### src/rtl/writeback_arbiter_if.sv
// Writeback bundle: ALU and load-return producers, load-issue notification,
// pending-load scoreboard and the register_file write port.
interface writeback_arbiter_if #(
    parameter int NUM_REGS   = 32,
    parameter int DATA_WIDTH = 64
);
    localparam int RW = $clog2(NUM_REGS);

    logic                  alu_valid;
    logic                  alu_ready;
    logic [RW-1:0]         alu_rd;
    logic [DATA_WIDTH-1:0] alu_data;

    logic                  ld_valid;
    logic                  ld_ready;
    logic [RW-1:0]         ld_rd;
    logic [DATA_WIDTH-1:0] ld_data;

    logic                  issue_valid;
    logic [RW-1:0]         issue_rd;
    logic [NUM_REGS-1:0]   busy;

    logic                  reg_write;
    logic [RW-1:0]         write_register;
    logic [DATA_WIDTH-1:0] write_data;

    modport slave (
        input  alu_valid, alu_rd, alu_data,
        input  ld_valid, ld_rd, ld_data,
        input  issue_valid, issue_rd,
        output alu_ready, ld_ready, busy,
        output reg_write, write_register, write_data
    );

    modport master (
        output alu_valid, alu_rd, alu_data,
        output ld_valid, ld_rd, ld_data,
        output issue_valid, issue_rd,
        input  alu_ready, ld_ready, busy,
        input  reg_write, write_register, write_data
    );
endinterface

### src/rtl/writeback_arbiter.sv
// Merges the ALU result path and a FIFO-buffered load-return path into the
// single register_file write port, and tracks pending loads per register.
module writeback_arbiter #(
    parameter int NUM_REGS   = 32,
    parameter int DATA_WIDTH = 64,
    parameter int LQ_DEPTH   = 4
) (
    input  logic              clk,
    input  logic              rst,
    writeback_arbiter_if.slave wb
);
    localparam int          RW       = $clog2(NUM_REGS);
    localparam int          AW       = $clog2(LQ_DEPTH);
    localparam logic [AW:0] CNT_FULL = (AW+1)'(LQ_DEPTH);
    localparam logic [AW:0] CNT_ONE  = (AW+1)'(1);
    localparam logic [AW-1:0] PTR_ONE = AW'(1);

    // Load-return queue storage; contents are don't-care while the queue is empty.
    logic [RW-1:0]         lq_rd_mem   [LQ_DEPTH];
    logic [DATA_WIDTH-1:0] lq_data_mem [LQ_DEPTH];

    logic [AW-1:0]         wr_ptr_q, wr_ptr_d;
    logic [AW-1:0]         rd_ptr_q, rd_ptr_d;
    logic [AW:0]           count_q, count_d;
    logic [NUM_REGS-1:0]   busy_q, busy_d;
    logic                  reg_write_q, reg_write_d;
    logic [RW-1:0]         write_register_q, write_register_d;
    logic [DATA_WIDTH-1:0] write_data_q, write_data_d;

    logic                  fifo_full;
    logic                  fifo_empty;
    logic                  accept_ok;
    logic                  alu_commit;
    logic                  push;
    logic                  pop;
    logic [RW-1:0]         commit_rd;
    logic [DATA_WIDTH-1:0] commit_data;

    // Arbitration: a full queue drains first, then ALU, then any queued load.
    always_comb begin
        fifo_full   = (count_q == CNT_FULL);
        fifo_empty  = (count_q == '0);
        accept_ok   = !rst && !fifo_full;
        alu_commit  = wb.alu_valid && !fifo_full;
        pop         = !alu_commit && !fifo_empty;
        push        = wb.ld_valid && accept_ok;
        commit_rd   = alu_commit ? wb.alu_rd   : lq_rd_mem[rd_ptr_q];
        commit_data = alu_commit ? wb.alu_data : lq_data_mem[rd_ptr_q];
    end

    always_comb begin
        wr_ptr_d = push ? wr_ptr_q + PTR_ONE : wr_ptr_q;
        rd_ptr_d = pop  ? rd_ptr_q + PTR_ONE : rd_ptr_q;
        count_d  = count_q;
        if (push && !pop) begin
            count_d = count_q + CNT_ONE;
        end else if (pop && !push) begin
            count_d = count_q - CNT_ONE;
        end
    end

    // Issue-side set is applied after the commit-side clear so it wins a race.
    always_comb begin
        busy_d = busy_q;
        if (pop) begin
            busy_d[commit_rd] = 1'b0;
        end
        if (wb.issue_valid && (wb.issue_rd != '0)) begin
            busy_d[wb.issue_rd] = 1'b1;
        end
        busy_d[0] = 1'b0;
    end

    always_comb begin
        reg_write_d      = 1'b0;
        write_register_d = write_register_q;
        write_data_d     = write_data_q;
        if (alu_commit || pop) begin
            reg_write_d      = (commit_rd != '0);
            write_register_d = commit_rd;
            write_data_d     = commit_data;
        end
    end

    always_ff @(posedge clk or posedge rst) begin
        if (rst) begin
            wr_ptr_q         <= '0;
            rd_ptr_q         <= '0;
            count_q          <= '0;
            busy_q           <= '0;
            reg_write_q      <= 1'b0;
            write_register_q <= '0;
            write_data_q     <= '0;
        end else begin
            wr_ptr_q         <= wr_ptr_d;
            rd_ptr_q         <= rd_ptr_d;
            count_q          <= count_d;
            busy_q           <= busy_d;
            reg_write_q      <= reg_write_d;
            write_register_q <= write_register_d;
            write_data_q     <= write_data_d;
        end
    end

    always_ff @(posedge clk) begin
        if (push) begin
            lq_rd_mem[wr_ptr_q]   <= wb.ld_rd;
            lq_data_mem[wr_ptr_q] <= wb.ld_data;
        end
    end

    assign wb.alu_ready      = accept_ok;
    assign wb.ld_ready       = accept_ok;
    assign wb.busy           = busy_q;
    assign wb.reg_write      = reg_write_q;
    assign wb.write_register = write_register_q;
    assign wb.write_data     = write_data_q;
endmodule
### src/flat_wrapper.sv
// flat-port wrapper written by rule: the top's interface ports become plain ports
module writeback_arbiter_flat 
#(
    parameter int NUM_REGS   = 32,
    parameter int DATA_WIDTH = 64,
    parameter int LQ_DEPTH   = 4
)
  (clk, rst, wb_alu_valid, wb_alu_rd, wb_alu_data, wb_ld_valid, wb_ld_rd, wb_ld_data, wb_issue_valid, wb_issue_rd, wb_alu_ready, wb_ld_ready, wb_busy, wb_reg_write, wb_write_register, wb_write_data);
  writeback_arbiter_if #(.NUM_REGS(NUM_REGS), .DATA_WIDTH(DATA_WIDTH)) wb_i ();
  input  logic clk;
  input  logic rst;
  input wire logic [$bits(wb_i.alu_valid)-1:0] wb_alu_valid;
  input wire logic [$bits(wb_i.alu_rd)-1:0] wb_alu_rd;
  input wire logic [$bits(wb_i.alu_data)-1:0] wb_alu_data;
  input wire logic [$bits(wb_i.ld_valid)-1:0] wb_ld_valid;
  input wire logic [$bits(wb_i.ld_rd)-1:0] wb_ld_rd;
  input wire logic [$bits(wb_i.ld_data)-1:0] wb_ld_data;
  input wire logic [$bits(wb_i.issue_valid)-1:0] wb_issue_valid;
  input wire logic [$bits(wb_i.issue_rd)-1:0] wb_issue_rd;
  output wire logic [$bits(wb_i.alu_ready)-1:0] wb_alu_ready;
  output wire logic [$bits(wb_i.ld_ready)-1:0] wb_ld_ready;
  output wire logic [$bits(wb_i.busy)-1:0] wb_busy;
  output wire logic [$bits(wb_i.reg_write)-1:0] wb_reg_write;
  output wire logic [$bits(wb_i.write_register)-1:0] wb_write_register;
  output wire logic [$bits(wb_i.write_data)-1:0] wb_write_data;
  assign wb_i.alu_valid = wb_alu_valid;
  assign wb_i.alu_rd = wb_alu_rd;
  assign wb_i.alu_data = wb_alu_data;
  assign wb_i.ld_valid = wb_ld_valid;
  assign wb_i.ld_rd = wb_ld_rd;
  assign wb_i.ld_data = wb_ld_data;
  assign wb_i.issue_valid = wb_issue_valid;
  assign wb_i.issue_rd = wb_issue_rd;
  assign wb_alu_ready = wb_i.alu_ready;
  assign wb_ld_ready = wb_i.ld_ready;
  assign wb_busy = wb_i.busy;
  assign wb_reg_write = wb_i.reg_write;
  assign wb_write_register = wb_i.write_register;
  assign wb_write_data = wb_i.write_data;
  writeback_arbiter #(.NUM_REGS(NUM_REGS), .DATA_WIDTH(DATA_WIDTH), .LQ_DEPTH(LQ_DEPTH)) u_core (.clk(clk), .rst(rst), .wb(wb_i));
endmodule
### config.mk
export PLATFORM = sky130hd
export DESIGN_NAME = writeback_arbiter_flat
export DESIGN_NICKNAME = d
export VERILOG_FILES = /design/src/rtl/writeback_arbiter_if.sv /design/src/rtl/writeback_arbiter.sv /design/src/flat_wrapper.sv
export SDC_FILE = /design/constraint.sdc
export NUM_CORES = 1
export LEC_CHECK = 0
export CAP_MARGIN = 30
export CELL_PAD_IN_SITES_DETAIL_PLACEMENT = 2
export CELL_PAD_IN_SITES_GLOBAL_PLACEMENT = 2
export CORE_ASPECT_RATIO = 1.75
export CORE_MARGIN = 2
export CORE_UTILIZATION = 39
export CTS_CLUSTER_DIAMETER = 80
export DETAILED_ROUTE_END_ITERATION = 12
export PLACE_DENSITY = 0.84
export SLEW_MARGIN = 20
export SYNTH_ARGS = -nofsm -noshare
export SYNTH_HDL_FRONTEND = slang
export SYNTH_SLANG_ARGS = --single-unit
### constraint.sdc
create_clock -name clk -period 4.4 [get_ports clk]
set_clock_uncertainty 0.1 [all_clocks]
set_input_delay 0.88 -clock clk [delete_from_list [all_inputs] [get_ports clk]]
set_output_delay 0.88 -clock clk [all_outputs]
set_load 0.05 [all_outputs]
# After elaboration in Yosys (flattened, before gate mapping)
# Memory sizes are Yosys's and may differ from the RTL's.
# Cells that the tools add are included.
[op_classes]
add_sub_neg = 4
n_lt_le_gt_ge = 4
eq_ne = 1
n_mux = 13
n_bitwise = 3
n_reduce_logical = 20
[ops]
columns = ["operator", "count"]
rows = [
  ["$mux W32", 2],
  ["$mux W64", 1],
  ["$and A32 B32 Y32", 1],
  ["$not A32 Y32", 1],
  ["$or A32 B32 Y32", 1],
  ["$lt A5 B6 Y1 const B", 2],
  ["$demux W1 S5", 2],
  ["$ge A5 B1 Y1 const B", 2],
  ["$reduce_bool A5 Y1", 2],
  ["$logic_and A1 B1 Y1", 9],
  ["$logic_not A1 Y1", 6],
  ["$mux W3", 2],
  ["$mux W1", 5],
  ["$mux W5", 1],
  ["$add A2 B1 Y2 const B", 2],
  ["$add A3 B1 Y3 const B", 1],
  ["$eq A3 B3 Y1 const B", 1],
  ["$logic_not A3 Y1", 1],
  ["$sub A3 B1 Y3 const B", 1],
  ["$reduce_bool A2 Y1", 1],
  ["$logic_or A1 B1 Y1", 1],
]
[word_totals]
reg_bits = 108
ram_bits = 276
input_bits = 148
word_cells = 54
memories = 2
[mem_list]
columns = ["memory", "words", "width", "read_ports", "rd_clocked_by_memory_dff", "write_ports", "line", "source"]
rows = [
  ["u_core.lq_data_mem", 4, 64, 1, 0, 1, "writeback_arbiter.sv:20", "logic [DATA_WIDTH-1:0] lq_data_mem [LQ_DEPTH];"],
  ["u_core.lq_rd_mem", 4, 5, 1, 0, 1, "writeback_arbiter.sv:19", "logic [RW-1:0] lq_rd_mem [LQ_DEPTH];"],
]

# Depth between registers and ports, before layout
# Gate-level depths: netlist of the first run.
[logic_depth]
ltp_word = 13
ltp_mapped = 11
depth_no_buf = 8

# Least setup slack after synthesis of the first run
# No wires, ideal clock.
[synth_timing]
kind = "input port to flip-flop"
from = "in rst"
to = "mem u_core.lq_data_mem[0][0] (enable)"
setup_time_ns = 0.435
arrival_ns = 5.428
setup_slack_ns = -1.562
path_stages = 4
cell_sequence = "inv_1 and3_1 clkbuf_1 and2_1"
[synth_via]
elab_chain_len = 5
[synth_rtl]
columns = ["item", "line", "source"]
rows = [
  ["start, declared", "flat_wrapper.sv:11", "input logic rst;"],
  ["$logic_not A1 Y1", "writeback_arbiter.sv:43", "accept_ok = !rst && !fifo_full;"],
  ["$logic_and A1 B1 Y1", "writeback_arbiter.sv:43", ""],
  ["$logic_and A1 B1 Y1", "writeback_arbiter.sv:46", "push = wb.ld_valid && accept_ok;"],
  ["via u_core.push", "writeback_arbiter.sv:34", "logic push;"],
  ["$mux W1", "writeback_arbiter.sv:106", "if (push) begin"],
  ["$mux W1 (implied by the code)", "writeback_arbiter.sv:108", "lq_data_mem[wr_ptr_q] <= wb.ld_data;"],
  ["end, declared", "writeback_arbiter.sv:20", ""],
]
# The timed path passes the listed nets, and every way through them passes these cells.

# Final worst setup path of the first run
[layout_timing]
from = "in rst"
to = "out wb_ld_ready"
[layout_via]
elab_chain_len = 2
[layout_rtl]
columns = ["item", "line", "source"]
rows = [
  ["$logic_not A1 Y1", "writeback_arbiter.sv:43", ""],
  ["$logic_and A1 B1 Y1", "writeback_arbiter.sv:43", ""],
  ["end, declared", "flat_wrapper.sv:21", "output wire logic [$bits(wb_i.ld_ready)-1:0] wb_ld_ready;"],
]
# Every way passes these cells.

==> flow_summary_export.csv, run 1 <==
group,metric,value,unit
status,status,"completed",
sta,rsz0062_at_grt,"no",
sta,slew_violations,0,
logic_synthesis,ys_types,44,
sta,period_needed,3330,ps
clock_network,cts_root_buf,"clkbuf_16",
die,rows,95,
power_and_ir_drop,combPwrFrac,0.396,
logic_synthesis,synth-seq-cells,384,
hold_path,worstHoldStart,"u_core.wb.write_register[1]",
hold_path,worstHoldPathType,"reg2reg",
placement,dp.final_hpwl,30040,µm
logic_synthesis,synth_top_area_share,0.5492,
die,die_height,264.2,µm
power_and_ir_drop,powerDensity,718.4,nW/µm²
logic_synthesis,yosysSeqAreaShare,0.7283,
clock_network,cts_resized,0,
clock_network,ctsHoldBuffers,0,
global_routing,antenna_found_initial,11,
global_routing,first_global_vias,10300,
critical_path,end_kind,"primary output",
critical_path,critPathMaxFanout,2,
sta,setup_violations,0,
critical_path,critPathKind,"in2out",
die,core-area,38270,µm²
clock_network,ctsLongestPathBuffers,3,
drt,drtIter0Drc,451,
global_routing,gr-total-overflow,0,
logic_synthesis,synthTopCellsByArea,"edfxtp_1, dfrtp_1, mux4_2",
power_and_ir_drop,power.leakage,6.779,nW
logic_synthesis,syn_inst,874,
drt,drt-total-wl,43450,µm
die,die_area,40350,µm²
drt,vias,8906,
sta,hold_viol_final,0,
global_routing,grt_max_degree,90,
clock_network,cts_buffers,36,
sta,hold_ws,387.1,ps
critical_path,required,3420,ps
global_routing,grt_pass1_wl,65230,µm
drt,ant_nets,0,
cells_and_area,drive_above_1_share,0.1330,
clock_network,path_clk_slew,60,ps
clock_network,htree_num_levels,2,
drt,wire_per_inst,26.44,µm
logic_synthesis,synth_edf_count,276,
logic_synthesis,synth_top_flop_cell,"edfxtp_1",
logic_synthesis,synth.cell_area,15090,µm²
power_and_ir_drop,vdd_drop_max,0.3280,mV
cells_and_area,nets,1278,
critical_path,reg2reg_from,"u_core.rd_ptr_q[1]",
power_and_ir_drop,switching_share,0.3876,
drt,drc,0,
sta,fmax,0.3003,GHz
logic_synthesis,syn-num-nets,1028,
die,initial_utilization,0.3943,
power_and_ir_drop,pwr-share-seq,0.380,
placement,gp_congestion,0.8240,
drt,vias_per_cell,5.421,
die,die_w,152.7,µm
critical_path,crit_arrival,2350,ps
sta,min_period_over_period,0.7568,
drt,drtPass1Iterations,4,
power_and_ir_drop,intPower,8.508,mW
global_routing,grt_use_total,0.2166,
sta,slew_headroom,0.3825,
die,ios,252,
critical_path,critPathLaunch,"rst",
logic_synthesis,ys_warn_count,0,
logic_synthesis,yosysTopAreaCell,"edfxtp_1",
clock_network,clock_latency,530,ps
logic_synthesis,syn_avg_cell_area,17.27,µm²
logic_synthesis,postSynth.asyncResetShare,0.2813,
sta,setup-tns-final,0,ps
cells_and_area,fillers,3473,
clock_network,cts_setup_buffers,0,
power_and_ir_drop,clockPowerShare,0.223,
power_and_ir_drop,switching_power,5.386,mW
job,max-cap-violations,0,
clock_network,cts_tree,"done",
sta,tightestPinTransition,920.0,ps
clock_network,cts_sinks,384,
cells_and_area,syn2layout_area_growth,28.16,%
placement,portBuffers,250,
critical_path,worstSetupStartpointType,"input pin",
-- worst paths after layout --
path,depth (start not counted),end,slack (ps)
hold reg to reg,2,u_core.wb.write_register[1],390
hold / removal,2,u_core.wb.write_register[1],390
setup / recovery,3,wb_ld_ready,1070
max in group asynchronous,4,u_core.wb.busy[1],1940
setup reg to reg,4,u_core.wb.busy[18],1640
min in group asynchronous,3,u_core.wr_ptr_q[0],890
-- placed cells by master (no fill, tap or decap), types with 7 or more instances in the layout --
cell             count
clkbuf_16           38
buf_4                8
nor2_1              45
a31oi_1             12
o41ai_1             10
mux2i_1             70
o31ai_1              7
nand2_1             71
clkdlybuf4s50_1    250
edfxtp_1           276
mux4_2              69
dfrtp_1            106
o21ai_0             84
clkinv_2             7
diode_2              8
-- stage by stage --
step | utilization | setup WS [ps] | total power [mW] | instances | area (µm²)
after floorplan | - | 247.6 | 8.801 | 874 | 15100
after global placement | 0.4743 | 1082 | 10.67 | 1570 | 18150
after detailed placement | 0.4745 | 939.4 | 10.94 | 1571 | 18160
after CTS | 0.5048 | 1027 | 14.08 | 1635 | 19320
after global routing | 0.5053 | 888.5 | 14.49 | 1642 | 19340
final | 0.5053 | 1070 | 13.89 | 1643 | 19340
-- kinds of logic after synthesis --
| logic type | share of synthesized area |
|---|---|
| buf+inv | 0.01882 |
| fa+ha+maj | 0.005472 |
| xor+xnor | 0.003483 |
| other cells | 0.0002485 |
| compound gates | 0.04933 |
| flops | 0.7283 |
| mux | 0.1509 |
| simple gates | 0.04345 |
-- metal layers --
layer,wire (µm),GRT usage
met5,45,0
met4,1729,0.09685
met3,1648,0.03018
met2,25120,0.4162
met1,14900,0.2328
-- power groups by stage --
stage	logic, mW	clock network (mW)	registers [mW]
after CTS	5.59	3.18	5.30
after floorplan	2.09	0	6.71
after global placement	5.37	0	5.30
final	5.51	3.10	5.28
after detailed placement	5.57	0	5.37
after global routing	5.80	3.29	5.39
-- Yosys cell counts (all sizes together) (3+ instances only) --
cell type,n
dfrtp,108
nor2,45
nor3,5
and2,4
nand3,4
o41ai,11
ha,5
buf,30
nand3b,6
xor2,3
o21ai,85
clkbuf,22
a21oi,3
or3b,5
nand2,72
a31oi,12
xnor2,3
edfxtp,276
mux2i,70
inv,7
o31ai,7
mux4,69
-- flip-flops by register name (all words and copies together) (netlist names) --
name and count:
u_core.count_q 3, u_core.lq_data_mem 256, u_core.lq_rd_mem 20, u_core.rd_ptr_q 2
u_core.wb.busy 31, u_core.wb.reg_write 1, u_core.wb.write_data 64, u_core.wb.write_register 5
u_core.wr_ptr_q 2
-- worst max-delay path: stages --
cell             delay (ps)
clkdlybuf4s50_1         460
nor2_1                  180
clkdlybuf4s50_1         830
-- area by class of cell --
type                       instances  area [µm²]  share of cell area
antenna                            8       20.02            0.001035
clock buffer                      49        1036             0.05356
clock inverter                    15       122.6            0.006340
inverter                           7       30.03            0.001553
multi-input combinational        431        3845              0.1988
sequential                       384       11000              0.5686
tap                              485       606.8             0.03138
timing repair buffer             264        2683              0.1387
Note: power is estimated with default switching activity, not from simulation.
==> inputs of run 2 (changes only) <==
==> constraint.sdc (replaced) <==
create_clock -name clk -period 3.4 [get_ports clk]
set_clock_uncertainty 0.1 [all_clocks]
set_input_delay 0.68 -clock clk [delete_from_list [all_inputs] [get_ports clk]]
set_output_delay 0.68 -clock clk [all_outputs]
set_load 0.05 [all_outputs]
==> run 2 against run 1 <==
Compared with the run above: via count is 1.1% higher; total power up 31%; core utilization rose by 0.56 points; critical path depth did not move; die area is the same; worst hold slack got worse by 5.6 ps; sequential power up 28%; non-clock buffer count up 12.
==> flow_summary_export.csv, run 2 (synthesis results as in run 1) <==
group,metric,value,unit
hold_path,holdPathStages,2,
clock_network,cts_root_buf,"clkbuf_16",
cells_and_area,final_cell_mix,"edfxtp_1, clkdlybuf4s50_1, dfrtp_1",
drt,drt-total-wl,44910,µm
critical_path,crit_family,"buffers and inverters",
cells_and_area,syn2layout_area_growth,29.58,%
critical_path,worstSetupStartpointType,"flop",
sta,rsz0062_at_grt,"no",
die,core-area,38270,µm²
status,status,"completed",
drt,vias,9006,
critical_path,critPathMaxFanout,9,
drt,ant_nets,0,
hold_path,min_to,"u_core.wb.write_register[1]",
die,rows,95,
hold_path,worstHoldStart,"u_core.wb.write_register[1]",
critical_path,required,2620,ps
sta,slew_headroom,0.4402,
critical_path,end_kind,"primary output",
global_routing,first_global_vias,10470,
placement,dp_worst_setup_slack,509.3,ps
critical_path,critPathBufInv,1,
placement,gp_congestion,0.8013,
sta,hold_viol_final,0,
cells_and_area,largest_reg_flops,256,
critical_path,r2r_cells,6,
global_routing,grt_use_total,0.2206,
die,ios,252,
sta,min_period_over_period,0.9167,
drt,wire_per_inst,27.02,µm
global_routing,grt_util_met3,0.03002,
power_and_ir_drop,vdd_drop_max,0.3817,mV
critical_path,reg2reg_from,"u_core.count_q[1]",
die,die_height,264.2,µm
cells_and_area,nets,1290,
global_routing,busiest_layer,"met2",
clock_network,clock_latency,530,ps
sta,fin_ws,283.3,ps
cells_and_area,stdcell_count,1662,
critical_path,max_stage_delay,720,ps
job,max-cap-violations,0,
clock_network,cts_setup_buffers,0,
critical_path,crit_arrival,2340,ps
critical_path,rr_endpoint,"u_core.count_q[1]",
sta,setup_violations,0,
sta,fmax,0.3209,GHz
sta,tightestPinTransition,839.7,ps
cells_and_area,drive_above_1_share,0.1420,
cells_and_area,fin_util,0.5109,
die,die_area,40350,µm²
die,die_w,152.7,µm
placement,dp.final_hpwl,30770,µm
clock_network,cts_buffers,36,
critical_path,r2r_slack,740,ps
clock_network,path_clk_slew,60,ps
drt,drtIter0Drc,384,
global_routing,antenna_found_initial,16,
placement,dp_cells,1583,
clock_network,htree_num_levels,2,
clock_network,cts_sinks,384,
clock_network,ctsLongestPathBuffers,3,
global_routing,use_met1,0.2336,
placement,portBuffers,250,
drt,drc,0,
cells_and_area,final_common_cell,"edfxtp_1",
sta,slew_violations,0,
critical_path,critPathKind,"reg2out",
power_and_ir_drop,powerDensity,931.4,nW/µm²
hold_path,worstHoldPathType,"reg2reg",
cells_and_area,largest-register,"u_core.lq_data_mem",
critical_path,crit_path_cell_trace,"nor3b_1 > nor2_1 > clkdlybuf4s50_1",
global_routing,grt_max_degree,88,
drt,drtPass1Iterations,4,
global_routing,grt_pass1_wl,66340,µm
drt,vias_per_cell,5.419,
power_and_ir_drop,power.leakage,6.864,nW
global_routing,use_met2,0.4271,
global_routing,gr-total-overflow,0,
clock_network,cts_tree,"done",
clock_network,ctsHoldBuffers,0,
sta,period_needed,3117,ps
critical_path,cp_slowest_cell,"clkdlybuf4s50_1",
clock_network,cts_resized,0,
power_and_ir_drop,p_total,18.21,mW
die,initial_utilization,0.3943,
run 2: cell types whose count changed in the layout (fill, tap and decap cells not counted), sizes merged:
cell / before / now
buf: 14 / 26
diode: 8 / 15
clkinv: 12 / 8
clkbuf: 49 / 52
bufinv: 2 / 4
inv: 7 / 6
run 2: layout make-up:
type / instances / area [µm²]
well taps: 485 / 606.8
repair buffers: 276 / 2835
inverters: 7 / 30.03
flip-flops and latches: 384 / 11000
multi-input cells: 431 / 3855
clock buffers: 52 / 1032
fillers: 3458 / 18720
diodes: 15 / 37.54
clock inverters: 12 / 160.2
run 2: stage by stage:
stage                     setup TNS [ps]  hold WS, ps  instance area [µm²]
after floorplan                  -112090        400.7                15130
after global placement                 0        362.2                18330
after detailed placement               0        380.0                18330
after CTS                              0        394.6                19520
after global routing                   0        407.2                19550
final                                  0        381.4                19560
run 2: per-layer routing:
layer	share of wire	wire [µm]
met1	0.35	15520
met2	0.58	25960
met3	0.035	1592
met4	0.041	1826
met5	0.00029	13
run 2: how the worst max path moves through the flow:
stage / from / end / slack (ps) / depth (start not counted)
global placement: rst / wb_ld_ready / 510 / 3
floorplan: rst / u_core.count_q[1] / -490 / 7
CTS: u_core.count_q[0] / wb_alu_ready / 250 / 3
finish: u_core.count_q[0] / wb_ld_ready / 280 / 3
global route: u_core.count_q[1] / wb_alu_ready / 140 / 3
detailed placement: rst / wb_alu_ready / 510 / 3
run 2: tightest hold or removal path, cell delays in order, from the launching register on:
cell     delay (ps)
dfrtp_1         340
nand2_1          50
o21ai_0          60
run 2: report_power, final:
part | switching (mW) | internal (mW) | total, mW
Clock | 1.74 | 2.42 | 4.16
Sequential | 0.691 | 6.07 | 6.76
Combinational | 4.59 | 2.70 | 7.29
Total | 7.02 | 11.2 | 18.2
==> inputs of run 3 (changes only) <==
--- a/config.mk
+++ b/config.mk
@@ -5,7 +5,7 @@
 export SDC_FILE = /design/constraint.sdc
 export NUM_CORES = 1
 export LEC_CHECK = 0
-export CAP_MARGIN = 30
+export CAP_MARGIN = 20
 export CELL_PAD_IN_SITES_DETAIL_PLACEMENT = 2
 export CELL_PAD_IN_SITES_GLOBAL_PLACEMENT = 2
 export CORE_ASPECT_RATIO = 1.75
@@ -13,7 +13,7 @@
 export CORE_UTILIZATION = 39
 export CTS_CLUSTER_DIAMETER = 80
 export DETAILED_ROUTE_END_ITERATION = 12
-export PLACE_DENSITY = 0.84
+export PLACE_DENSITY_LB_ADDON = 0.2
 export SLEW_MARGIN = 20
 export SYNTH_ARGS = -nofsm -noshare
 export SYNTH_HDL_FRONTEND = slang
==> run 3 against run 2 <==
Compared with the run above: worst hold slack got worse by 2.4 ps; routed wire length fell by 7.9%; register-to-register slack got worse by 70 ps; global-route usage fell by 1.4 points; worst setup slack got worse by 96 ps; sequential share of layout area rose by 0.17 points; combinational power fell by 1%; core utilization fell by 0.16 points; sequential power barely moved; non-clock buffer count fell by 2.
==> flow_summary_export.csv, run 3 (synthesis results as in run 1) <==
group,metric,value,unit
status,status,"completed",
die,die_height,264.2,µm
sta,fmax,0.3113,GHz
drt,vias,8743,
drt,drt-total-wl,41360,µm
cells_and_area,largest_reg_flops,256,
cells_and_area,final_cell_mix,"edfxtp_1, clkdlybuf4s50_1, dfrtp_1",
critical_path,reg2reg_from,"u_core.rd_ptr_q[1]",
power_and_ir_drop,power.leakage,6.860,nW
clock_network,ctsLongestPathBuffers,3,
critical_path,crit_path_cell_trace,"nor3b_1 > nor2_1 > clkdlybuf4s50_1",
drt,wire_per_inst,25.07,µm
critical_path,required,2620,ps
critical_path,crit_arrival,2430,ps
critical_path,cp_slowest_cell,"clkdlybuf4s50_1",
power_and_ir_drop,p_total,18.15,mW
sta,period_needed,3212,ps
critical_path,r2r_slack,670,ps
drt,drtIter0Drc,438,
global_routing,antenna_found_initial,4,
sta,min_period_over_period,0.9448,
clock_network,cts_setup_buffers,0,
clock_network,cts_sinks,384,
power_and_ir_drop,vdd_drop_max,0.5002,mV
sta,rsz0062_at_grt,"no",
global_routing,grt_use_total,0.2066,
critical_path,end_kind,"primary output",
hold_path,min_to,"u_core.wb.write_data[21]",
sta,slew_violations,0,
clock_network,path_clk_slew,60,ps
global_routing,first_global_vias,10120,
critical_path,r2r_cells,4,
hold_path,worstHoldStart,"u_core.wb.write_data[21]",
clock_network,cts_tree,"done",
die,rows,95,
hold_path,worstHoldPathType,"reg2reg",
global_routing,gr-total-overflow,0,
critical_path,critPathKind,"reg2out",
drt,drc,0,
drt,ant_nets,0,
critical_path,rr_endpoint,"u_core.wb.busy[10]",
drt,vias_per_cell,5.299,
placement,portBuffers,250,
global_routing,grt_max_degree,91,
cells_and_area,nets,1289,
die,die_area,40350,µm²
clock_network,cts_resized,0,
critical_path,critPathMaxFanout,9,
clock_network,cts_buffers,37,
die,ios,252,
cells_and_area,final_common_cell,"edfxtp_1",
die,initial_utilization,0.3943,
cells_and_area,drive_above_1_share,0.1418,
global_routing,grt_pass1_wl,63070,µm
placement,gp_congestion,0.7543,
sta,setup-tns-final,0,ps
critical_path,max_stage_delay,730,ps
job,max-cap-violations,0,
clock_network,clock_latency,520,ps
critical_path,worstSetupStartpointType,"flop",
sta,slew_headroom,0.3587,
die,die_w,152.7,µm
power_and_ir_drop,powerDensity,930.8,nW/µm²
clock_network,ctsHoldBuffers,0,
hold_path,holdPathStages,2,
cells_and_area,largest-register,"u_core.lq_data_mem",
placement,dp.final_hpwl,28520,µm
sta,tightestPinTransition,962.0,ps
die,core-area,38270,µm²
clock_network,htree_num_levels,2,
clock_network,cts_root_buf,"clkbuf_16",
cells_and_area,fillers,3501,
cells_and_area,syn2layout_area_growth,29.18,%
sta,setup_violations,0,
drt,drtPass1Iterations,4,
sta,hold_viol_final,0,
run 3: cell count changes in the layout (fill, tap and decap cells not counted), sizes merged:
cell,change
buf,-2
clkbuf,+4
clkinv,-1
diode,-14
inv,+1
run 3: area by class of cell:
class / instances / area, µm² / area share
Clock buffer: 56 / 1070 / 0.05487
Tap cell: 485 / 606.8 / 0.03113
Antenna cell: 1 / 2.502 / 0.0001284
Clock inverter: 12 / 162.7 / 0.008344
Timing Repair Buffer: 274 / 2770 / 0.1421
Multi-Input combinational cell: 431 / 3855 / 0.1977
Inverter: 7 / 30.03 / 0.001540
Sequential cell: 384 / 11000 / 0.5641
run 3: through the flow:
step	hold WS, ps	cells	setup WS, ps	util	cell area [µm²]
5_1_grt	395.8	1650	50.92	0.5093	19490
6_report	379.1	1650	187.8	0.5093	19490
3_5_place_dp	374.6	1581	437.7	0.4771	18260
4_1_cts	387.6	1649	150.0	0.5093	19490
3_3_place_gp	361.4	1581	457.7	0.4771	18260
2_1_floorplan	400.7	874	-492.0	-	15130
run 3: worst max-delay path by stage:
stage                       from  depth (start not counted)                 end
2_1_floorplan                rst                          7   u_core.count_q[1]
3_3_place_gp                 rst                          4  u_core.wb.busy[19]
3_5_place_dp                 rst                          4  u_core.wb.busy[28]
4_1_cts        u_core.count_q[0]                          3        wb_alu_ready
5_1_grt        u_core.count_q[0]                          3        wb_alu_ready
6_report       u_core.count_q[1]                          3        wb_alu_ready
run 3: report_power, final:
group	switching [mW]	internal, mW	total [mW]
clock network	1.73	2.49	4.22
registers	0.674	6.07	6.74
logic	4.50	2.68	7.19
total	6.91	11.2	18.1
run 3: worst max-delay path: cells and delay by family (launching register included):
family                 cells  cell delay [ps]
flip-flops                 1              490
buffers and inverters      1              730
AND/OR/NAND/NOR            2              700
run 3: layer usage:
| metal | vias to the layer above | track usage | part of all wire | routed length [µm] |
|---|---|---|---|---|
| met4 | 6 | 0.07057 | 0.028 | 1175 |
| li1 | 3909 | - | - | - |
| met3 | 68 | 0.03199 | 0.037 | 1514 |
| met2 | 222 | 0.3894 | 0.56 | 23020 |
| met5 | - | 0 | 0.00092 | 38 |
| met1 | 4538 | 0.2367 | 0.38 | 15610 |
